--- config.mk ---
export PLATFORM = sky130hd
export DESIGN_NAME = spi_slv
export DESIGN_NICKNAME = d
export VERILOG_FILES = /design/src/rtl/spi_slv.sv
export SDC_FILE = /design/constraint.sdc
export NUM_CORES = 1
export LEC_CHECK = 0
export CAP_MARGIN = 15
export CORE_AREA = 2 2 90 113
export CTS_CLUSTER_DIAMETER = 50
export DETAILED_ROUTE_END_ITERATION = 8
export DIE_AREA = 0 0 92 115
export SKIP_CTS_REPAIR_TIMING = 1
export SLEW_MARGIN = 20
export SYNTH_ARGS = -nofsm -noshare
export SYNTH_HDL_FRONTEND = slang
export SYNTH_SLANG_ARGS = --single-unit
export TNS_END_PERCENT = 100
--- constraint.sdc ---
create_clock -name clk -period 3 [get_ports clk]
set_input_delay 0.3 -clock clk [delete_from_list [all_inputs] [get_ports clk]]
set_output_delay 0.3 -clock clk [all_outputs]
set_load 0.02 [all_outputs]
--- src/rtl/spi_slv.sv ---
// SPI mode-0 target running on the system clock: oversamples SCLK/MOSI/SS_N,
// shifts a preloaded word out on MISO and delivers each received frame in parallel.
`timescale 1ns/1ps

module spi_slv #(
    parameter int SPI_MAXLEN  = 16,
    parameter int SYNC_STAGES = 2
) (
    input  logic                          clk,
    input  logic                          sreset,
    input  logic                          tx_valid,
    output logic                          tx_ready,
    input  logic [SPI_MAXLEN-1:0]         tx_data,
    output logic                          rx_valid,
    output logic [SPI_MAXLEN-1:0]         rx_data,
    output logic [$clog2(SPI_MAXLEN):0]   rx_nbits,
    output logic                          rx_overrun,
    output logic                          busy,
    input  logic                          SCLK,
    input  logic                          MOSI,
    input  logic                          SS_N,
    output logic                          MISO,
    output logic                          MISO_OE
);

    localparam int CNTW = $clog2(SPI_MAXLEN) + 1;
    localparam int SETW = $clog2(SYNC_STAGES + 1);

    typedef enum logic [1:0] {
        ST_RESYNC,
        ST_IDLE,
        ST_ACTIVE
    } state_t;

    state_t                  r_state;
    state_t                  w_state_next;

    logic [SYNC_STAGES-1:0]  r_sclk_sync;
    logic [SYNC_STAGES-1:0]  r_mosi_sync;
    logic [SYNC_STAGES-1:0]  r_ss_sync;
    logic                    r_sclk_d;
    logic                    r_ss_d;
    logic [SETW-1:0]         r_settle;

    logic [SPI_MAXLEN-1:0]   r_tx_shift;
    logic [SPI_MAXLEN-1:0]   r_rx_shift;
    logic [CNTW-1:0]         r_bit_cnt;
    logic                    r_ovf;
    logic                    r_pend_valid;
    logic [SPI_MAXLEN-1:0]   r_pend_data;
    logic                    r_miso;
    logic                    r_rx_valid;
    logic [SPI_MAXLEN-1:0]   r_rx_data;
    logic [CNTW-1:0]         r_rx_nbits;
    logic                    r_rx_overrun;

    logic                    w_sclk;
    logic                    w_mosi;
    logic                    w_ss;
    logic                    w_sclk_rise;
    logic                    w_sclk_fall;
    logic                    w_ss_rise;
    logic                    w_ss_fall;
    logic                    w_settled;
    logic                    w_hs;
    logic                    w_start;
    logic                    w_end;
    logic [SPI_MAXLEN-1:0]   w_load_word;
    logic [SPI_MAXLEN-1:0]   w_rx_mask;

    // Input synchronizers; the extra registered copy of the last stage gives edge detection.
    always_ff @(posedge clk) begin
        if (sreset) begin
            r_sclk_sync <= '0;
            r_mosi_sync <= '0;
            r_ss_sync   <= '1;
            r_sclk_d    <= 1'b0;
            r_ss_d      <= 1'b1;
        end else begin
            // NOTE: non-blocking assignments let each stage take the previous stage's old value.
            r_sclk_sync <= {r_sclk_sync[SYNC_STAGES-2:0], SCLK};
            r_mosi_sync <= {r_mosi_sync[SYNC_STAGES-2:0], MOSI};
            r_ss_sync   <= {r_ss_sync[SYNC_STAGES-2:0], SS_N};
            r_sclk_d    <= r_sclk_sync[SYNC_STAGES-1];
            r_ss_d      <= r_ss_sync[SYNC_STAGES-1];
        end
    end

    assign w_sclk      = r_sclk_sync[SYNC_STAGES-1];
    assign w_mosi      = r_mosi_sync[SYNC_STAGES-1];
    assign w_ss        = r_ss_sync[SYNC_STAGES-1];
    assign w_sclk_rise =  w_sclk & ~r_sclk_d;
    assign w_sclk_fall = ~w_sclk &  r_sclk_d;
    assign w_ss_rise   =  w_ss   & ~r_ss_d;
    assign w_ss_fall   = ~w_ss   &  r_ss_d;

    // The chains reset to idle levels, so RESYNC must wait until they have
    // flushed before trusting SS_N; otherwise a select held low across reset
    // would look like a fresh frame.
    assign w_settled = (r_settle == SETW'(SYNC_STAGES));

    always_ff @(posedge clk) begin
        if (sreset) begin
            r_settle <= '0;
        end else if (!w_settled) begin
            r_settle <= r_settle + SETW'(1);
        end
    end

    always_ff @(posedge clk) begin
        if (sreset) begin
            r_state <= ST_RESYNC;
        end else begin
            r_state <= w_state_next;
        end
    end

    always_comb begin
        // NOTE: defaults first so every path assigns every output and no latch is inferred.
        w_state_next = r_state;
        w_start      = 1'b0;
        w_end        = 1'b0;
        case (r_state)
            ST_RESYNC: begin
                if (w_settled && w_ss) begin
                    w_state_next = ST_IDLE;
                end
            end
            ST_IDLE: begin
                if (w_ss_fall) begin
                    w_state_next = ST_ACTIVE;
                    w_start      = 1'b1;
                end
            end
            ST_ACTIVE: begin
                if (w_ss_rise) begin
                    w_state_next = ST_IDLE;
                    w_end        = 1'b1;
                end
            end
            default: begin
                w_state_next = ST_RESYNC;
            end
        endcase
    end

    assign tx_ready = ~r_pend_valid;
    assign w_hs     = tx_valid & ~r_pend_valid;

    // A handshake coinciding with frame start bypasses the pending register.
    assign w_load_word = r_pend_valid ? r_pend_data :
                         w_hs         ? tx_data     : '0;

    always_comb begin
        w_rx_mask = '0;
        for (int i = 0; i < SPI_MAXLEN; i++) begin
            w_rx_mask[i] = (CNTW'(i) < r_bit_cnt);
        end
    end

    always_ff @(posedge clk) begin
        if (sreset) begin
            r_tx_shift   <= '0;
            r_rx_shift   <= '0;
            r_bit_cnt    <= '0;
            r_ovf        <= 1'b0;
            r_pend_valid <= 1'b0;
            r_pend_data  <= '0;
            r_miso       <= 1'b0;
            r_rx_valid   <= 1'b0;
            r_rx_data    <= '0;
            r_rx_nbits   <= '0;
            r_rx_overrun <= 1'b0;
        end else begin
            r_rx_valid <= 1'b0;
            if (w_start) begin
                r_tx_shift   <= w_load_word;
                r_miso       <= w_load_word[SPI_MAXLEN-1];
                r_bit_cnt    <= '0;
                r_ovf        <= 1'b0;
                r_pend_valid <= 1'b0;
            end else begin
                if (w_hs) begin
                    r_pend_valid <= 1'b1;
                    r_pend_data  <= tx_data;
                end
                // SS_N rise wins over any SCLK edge seen in the same cycle.
                if (w_end) begin
                    r_miso <= 1'b0;
                    if (r_bit_cnt != '0) begin
                        r_rx_valid   <= 1'b1;
                        r_rx_data    <= r_rx_shift & w_rx_mask;
                        r_rx_nbits   <= r_bit_cnt;
                        r_rx_overrun <= r_ovf;
                    end
                end else if (r_state == ST_ACTIVE) begin
                    if (w_sclk_rise) begin
                        if (r_bit_cnt == CNTW'(SPI_MAXLEN)) begin
                            r_ovf <= 1'b1;
                        end else begin
                            r_rx_shift <= {r_rx_shift[SPI_MAXLEN-2:0], w_mosi};
                            r_bit_cnt  <= r_bit_cnt + CNTW'(1);
                        end
                    end else if (w_sclk_fall) begin
                        r_tx_shift <= {r_tx_shift[SPI_MAXLEN-2:0], 1'b0};
                        r_miso     <= r_tx_shift[SPI_MAXLEN-2];
                    end
                end
            end
        end
    end

    assign busy       = (r_state == ST_ACTIVE);
    assign MISO_OE    = busy;
    assign MISO       = r_miso;
    assign rx_valid   = r_rx_valid;
    assign rx_data    = r_rx_data;
    assign rx_nbits   = r_rx_nbits;
    assign rx_overrun = r_rx_overrun;

endmodule

==> results of run 1 <==
==> routing by layer <==
layer  vias up  track usage (%)  wire length [um]  part of all wire, %
met4         0             6.57                70                 0.90
met2        55             27.5              4000                   51
li1       1597                -                 -                    -
met1      1418             18.3              3520                   45
met3         5             3.15               223                  2.9
met5         -                0                 0                    0
==> worst min-delay path by stage <==
stage / startpoint / to / slack (ns)
finish: r_ss_sync[0] / r_ss_sync[1] / 0.41
global route: r_ss_sync[0] / r_ss_sync[1] / 0.43
CTS: r_ss_sync[0] / r_ss_sync[1] / 0.41
detailed placement: r_ss_sync[0] / r_ss_sync[1] / 0.40
global placement: r_ss_sync[0] / r_ss_sync[1] / 0.40
floorplan: r_ss_sync[0] / r_ss_sync[1] / 0.39
==> worst max-delay path: stages (launching register included) <==
cell	delay [ns]
dfxtp_1	0.48
inv_1	0.11
ha_1	0.24
and4bb_2	0.27
or4_4	0.62
or3_1	0.35
a21oi_1	0.15
==> power groups by stage <==
stage	clock, uW	combinational (uW)	sequential, uW
after floorplan	0	151	1280
after global placement	0	208	1290
after detailed placement	0	212	1290
after CTS	1090	214	1270
after global routing	1140	239	1270
final	1060	208	1270
==> cell usage in the layout (no fill, tap or decap), types with 3 or more instances in the layout <==
cell,Yosys,routed
xnor2_1,3,3
o21ai_0,21,21
inv_1,7,7
clkdlybuf4s50_1,0,47
nand3b_1,3,3
nor2b_1,8,8
clkbuf_8,0,3
mux2i_1,16,16
buf_4,1,8
nor2_1,64,64
or2_2,4,4
clkbuf_16,0,9
a2111oi_0,14,14
ha_1,3,3
nand2b_1,5,5
a21oi_1,57,57
nand3_1,13,13
nand2_1,87,87
o211ai_1,3,3
dfxtp_1,90,90
==> sequential cells by signal, indices dropped and copies added, names as in the netlist, 2 cells and up <==
name,count
r_bit_cnt,5
r_mosi_sync,2
r_pend_data,16
r_rx_shift,16
r_sclk_sync,2
r_settle,2
r_ss_sync,2
r_state,2
r_tx_shift,15
rx_data,16
rx_nbits,5
==> cell families after synthesis <==
family / Yosys count
AO/OA/AOI/OAI: 105
XOR/XNOR: 4
adder cells (fa/ha/maj): 3
buffers and inverters: 45
flip-flops: 90
multiplexers: 16
AND/OR/NAND/NOR: 195
==> area by class of cell <==
| type | instances | area, um2 |
|---|---|---|
| timing repair buffer | 56 | 536 |
| multi-input combinational | 323 | 1730 |
| clock inverter | 2 | 10.0 |
| sequential | 90 | 1800 |
| clock buffer | 14 | 274 |
| tap | 126 | 158 |
| fill | 959 | 4970 |
| inverter | 7 | 26.3 |
==> cells in the mapped netlist (2+ instances only) <==
library cell   n
ha_1           3
nor2b_1        8
inv_1          7
nand2_1       87
a2111oi_0     14
a22oi_1        2
xnor2_1        3
mux2i_1       16
buf_2          5
or2_2          4
nor3_1         2
a21oi_1       57
dfxtp_1       90
o21ai_0       21
nand2b_1       5
buf_1          3
nor4_1         2
nor2_1        64
nand3_1       13
o211ai_1       3
buf_6          2
nand3b_1       3
clkbuf_1      27
==> metrics by stage <==
step                total power [uW]  worst slack [ns]  cells
floorplan                       1440             0.805    458
global placement                1500             0.821    602
detailed placement              1500             0.735    602
CTS                             2570             0.713    618
global route                    2650             0.646    618
finish                          2530             0.708    618
==> results.sh, run 1 <==
export IMPL_drc=0
export IMPL_dieArea_mm2=0.0106
export IMPL_synth_seq_area_share_pct=48.6
export IMPL_insertion_delay_ns=0.34
export IMPL_cts_htree_levels=3
export IMPL_fin_crit_ns=2.29
export IMPL_avgSynthCellArea_um2=8.09
export IMPL_grt_max_degree=47
export IMPL_synth_compound_area_share_pct=16.6
export IMPL_end_kind="flip-flop"
export IMPL_synthAdderAreaFrac_pct=1.01
export IMPL_die_y_um=115
export IMPL_setup_viol=0
export IMPL_synthDistinctLibCells=40
export IMPL_max_slew_margin_pct=48.5
export IMPL_grt_pass1_wl_um=13300
export IMPL_first_pass_iters=4
export IMPL_utilization_pct=47.7
export IMPL_synthArstFlopShare_pct=0
export IMPL_synthesis_nets=483
export IMPL_vdd_drop_max_uv=284
export IMPL_synthFlopType="dfxtp_1"
export IMPL_tightest_slew_ns=0.773
export IMPL_p_clk_share_pct=41.8
export IMPL_post_dp_cell_area_mm2=0.00425
export IMPL_cp_start_kind="flip-flop"
export IMPL_antenna_cells=0
export IMPL_synth_edf_count=0
export IMPL_synth_simple_gate_area_share_pct=23.3
export IMPL_tns_ns=0
export IMPL_ant_nets=0
export IMPL_hold_worst_slack_ns=0.411
export IMPL_num_rows=40
export IMPL_seq_power_share_pct=50.0
export IMPL_wirelength_um=7810
export IMPL_port_buffer_count=48
export IMPL_p_sw_uw=564
export IMPL_initial_core_util_pct=39.0
export IMPL_r2r_end="r_bit_cnt[2]"
export IMPL_dieWidth_um=92
export IMPL_hold_viol_final=0
export IMPL_ctsRootBufferMaster="clkbuf_16"
export IMPL_synthMuxAreaShare_pct=4.32
export IMPL_worst_ep_arrival_time_ns=2.56
export IMPL_ff2ff_path_depth=6
export IMPL_synth_area_leader_cell="dfxtp_1"
export IMPL_drtIter0Drc=104
export IMPL_synth_area_top_cells="dfxtp_1 (49%), nand2_1 (8.8%), a21oi_1 (7.7%)"
export IMPL_layout_drive_gt1_share_pct=6.71
export IMPL_clock_fmax_mhz=436
export IMPL_vias_per_cell=4.98
export IMPL_rsz0062_at_grt="no"
export IMPL_whs_path_depth=1
export IMPL_overflow=0
export IMPL_ys_warn_count=0
export IMPL_path_clk_slew_ns=0.06
export IMPL_syn_to_final_growth_pct=22.4
export IMPL_final_area_mm2=0.00454
export IMPL_max_clock_path_buffers=2
export IMPL_status="completed"
export IMPL_synth_top_family_by_area="simple AND/OR/NAND/NOR gates"
export IMPL_ys_ff_latch=90
export IMPL_grtUsageTotal_pct=15.5
export IMPL_crit_path_max_fanout=19
export IMPL_place_gp_congestion=0.812
export IMPL_drv_slew=0
export IMPL_synth_top_area_share_pct=48.6
export IMPL_synth_xor_area_share_pct=0.945
export IMPL_crit_type="reg2reg"
export IMPL_cp_required_ns=3.27
export IMPL_cts_tree="yes"
export IMPL_nets=512
export IMPL_clock_skew_ns=0.00672
export IMPL_hp_class="reg2reg"
export IMPL_power_density_mw_per_mm2=558
export IMPL_endpoint="r_bit_cnt[2]"
export IMPL_pwr_share_comb_pct=8.2
export IMPL_dp_hpwl_um=5310
export IMPL_p_leak_uw=0.00162
export IMPL_reg2reg_from="r_bit_cnt[0]"
export IMPL_synthCells=458
export IMPL_cp_startpoint="r_bit_cnt[0]"
export IMPL_fin_crit_sh_pct=76.4
export IMPL_core_mm2=0.00951
export IMPL_netlist_area_mm2=0.00371
export IMPL_numCtsBuffers=9
export IMPL_route_vias_total=3075
export IMPL_r2r_setup_slack_ns=0.71
export IMPL_numClockSinks=90
export IMPL_drv_cap=0
export IMPL_drt_wirelength_per_cell_um=12.6
export IMPL_swShare_pct=22.3
export IMPL_grt_pass1_vias=2878
export IMPL_ios=49
export IMPL_power_internal_uw=1970
export IMPL_antenna_found_initial=0
Note: power is estimated with default switching activity, not from simulation.
==> run 2, diff against run 1 <==
==> constraint.sdc (replaced) <==
create_clock -name clk -period 2.3 [get_ports clk]
set_input_delay 0.23 -clock clk [delete_from_list [all_inputs] [get_ports clk]]
set_output_delay 0.23 -clock clk [all_outputs]
set_load 0.02 [all_outputs]
==> results.sh, run 2 (synthesized netlist as in run 1, its figures left out) <==
export IMPL_hold_viol_final=0
export IMPL_cp_cell_sequence="nand2b_1 -> inv_1 -> clkdlybuf4s50_1"
export IMPL_num_rows=40
export IMPL_tightest_slew_ns=0.570
export IMPL_cts_tree="yes"
export IMPL_drv_slew=0
export IMPL_vdd_drop_max_uv=396
export IMPL_clock_fmax_mhz=491
export IMPL_ctsRootBufferMaster="clkbuf_16"
export IMPL_cp_num_buf_inv=2
export IMPL_cts_htree_levels=3
export IMPL_drv_cap=0
export IMPL_cp_start_kind="flip-flop"
export IMPL_route_vias_total=3087
export IMPL_insertion_delay_ns=0.33
export IMPL_crit_path_max_fanout=6
export IMPL_crit_type="reg2out"
export IMPL_hp_class="in2reg"
export IMPL_slowest_stage="clkdlybuf4s50_1"
export IMPL_post_dp_cell_area_mm2=0.00435
export IMPL_power_density_mw_per_mm2=746
export IMPL_final_common_cell="dfxtp_1"
export IMPL_tns_ns=0
export IMPL_ant_nets=0
export IMPL_fin_crit_sh_pct=88.5
export IMPL_numClockSinks=90
export IMPL_grt_pass1_vias=2933
export IMPL_critPathTopFamily="buffers and inverters"
export IMPL_end_kind="output port"
export IMPL_grt_max_degree=39
export IMPL_port_buffer_count=48
export IMPL_grt_pass1_wl_um=13300
export IMPL_clock_skew_ns=0.00363
export IMPL_final_cell_mix="dfxtp_1 (90), nand2_1 (87), nor2_1 (64), a21oi_1 (57), clkdlybuf4s50_1 (47)"
export IMPL_syn_to_final_growth_pct=26.0
export IMPL_max_clock_path_buffers=2
export IMPL_path_clk_slew_ns=0.06
export IMPL_wirelength_um=7970
export IMPL_drt_wirelength_per_cell_um=12.7
export IMPL_initial_core_util_pct=39.0
export IMPL_antenna_cells=0
export IMPL_grtUsageTotal_pct=15.7
export IMPL_core_mm2=0.00951
export IMPL_overflow=0
export IMPL_fin_crit_ns=2.04
export IMPL_dp_hpwl_um=5540
export IMPL_drtIter0Drc=111
export IMPL_max_stage_delay_ns=0.63
export IMPL_setup_viol=0
export IMPL_die_y_um=115
export IMPL_p_leak_uw=0.00169
export IMPL_worst_ep_arrival_time_ns=1.81
export IMPL_rsz0062_at_grt="no"
export IMPL_max_slew_margin_pct=61.9
export IMPL_dieWidth_um=92
export IMPL_final_area_mm2=0.00467
export IMPL_first_pass_iters=5
export IMPL_status="completed"
export IMPL_ios=49
export IMPL_nets=520
export IMPL_r2r_setup_slack_ns=0.32
export IMPL_place_gp_congestion=0.815
export IMPL_numCtsBuffers=9
export IMPL_cp_required_ns=2.07
export IMPL_antenna_found_initial=0
export IMPL_drc=0
export IMPL_layout_drive_gt1_share_pct=8.40
export IMPL_vias_per_cell=4.93
export IMPL_dieArea_mm2=0.0106
## run 2: cell count changes in the layout (fill, tap and decap cells not counted), sizes merged
cell      before  now
buf            9   17
clkinvlp       0    1
bufinv         0    2
clkbuf        14   11
## run 2: final timing paths
kind           startpoint      endpoint  depth (start not counted)
max reg2reg  r_bit_cnt[0]  r_bit_cnt[2]                          6
max            r_state[1]       MISO_OE                          3
min                sreset    r_state[1]                          2
min reg2reg  r_ss_sync[0]  r_ss_sync[1]                          1
## run 2: area by class of cell
cell class / instances / area, um2
multi-input cells: 323 / 1730
clock buffers: 11 / 243
well taps: 126 / 158
inverters: 7 / 26.3
clock inverters: 5 / 77.6
fillers: 946 / 4840
flip-flops and latches: 90 / 1800
repair buffers: 64 / 633
## run 2: power breakdown
part	internal, uW	leakage [uW]	total, uW	switching (uW)
logic	138	0.000804	278	140
registers	1620	0.000730	1650	36.9
clock network	977	0.000156	1550	573
total	2730	0.00169	3480	750
## run 2: metal layers
layer | GRT usage [%] | share of wire (%)
met3 | 3.21 | 3.2
met5 | 0 | 0
met4 | 8.06 | 1.6
met1 | 18.6 | 45
met2 | 27.1 | 50
## run 2: stage by stage
step | util, % | hold slack [ns] | setup slack (ns) | power (uW) | std cells
6_report | 49.1 | 0.320 | 0.264 | 3480 | 626
3_3_place_gp | 45.8 | 0.397 | 0.380 | 1960 | 610
4_1_cts | 49.1 | 0.331 | 0.236 | 3540 | 626
5_1_grt | 49.1 | 0.360 | 0.162 | 3640 | 626
3_5_place_dp | 45.8 | 0.395 | 0.325 | 1970 | 610
2_1_floorplan | - | 0.334 | 0.105 | 1870 | 458
==> run 3, diff against run 2 <==
--- a/config.mk
+++ b/config.mk
@@ -5,7 +5,7 @@
 export SDC_FILE = /design/constraint.sdc
 export NUM_CORES = 1
 export LEC_CHECK = 0
-export CAP_MARGIN = 15
+export CAP_MARGIN = 0
 export CORE_AREA = 2 2 90 113
 export CTS_CLUSTER_DIAMETER = 50
 export DETAILED_ROUTE_END_ITERATION = 8
==> results of run 3 <==
Final layout, timing and power as in run 2 (identical DEF).
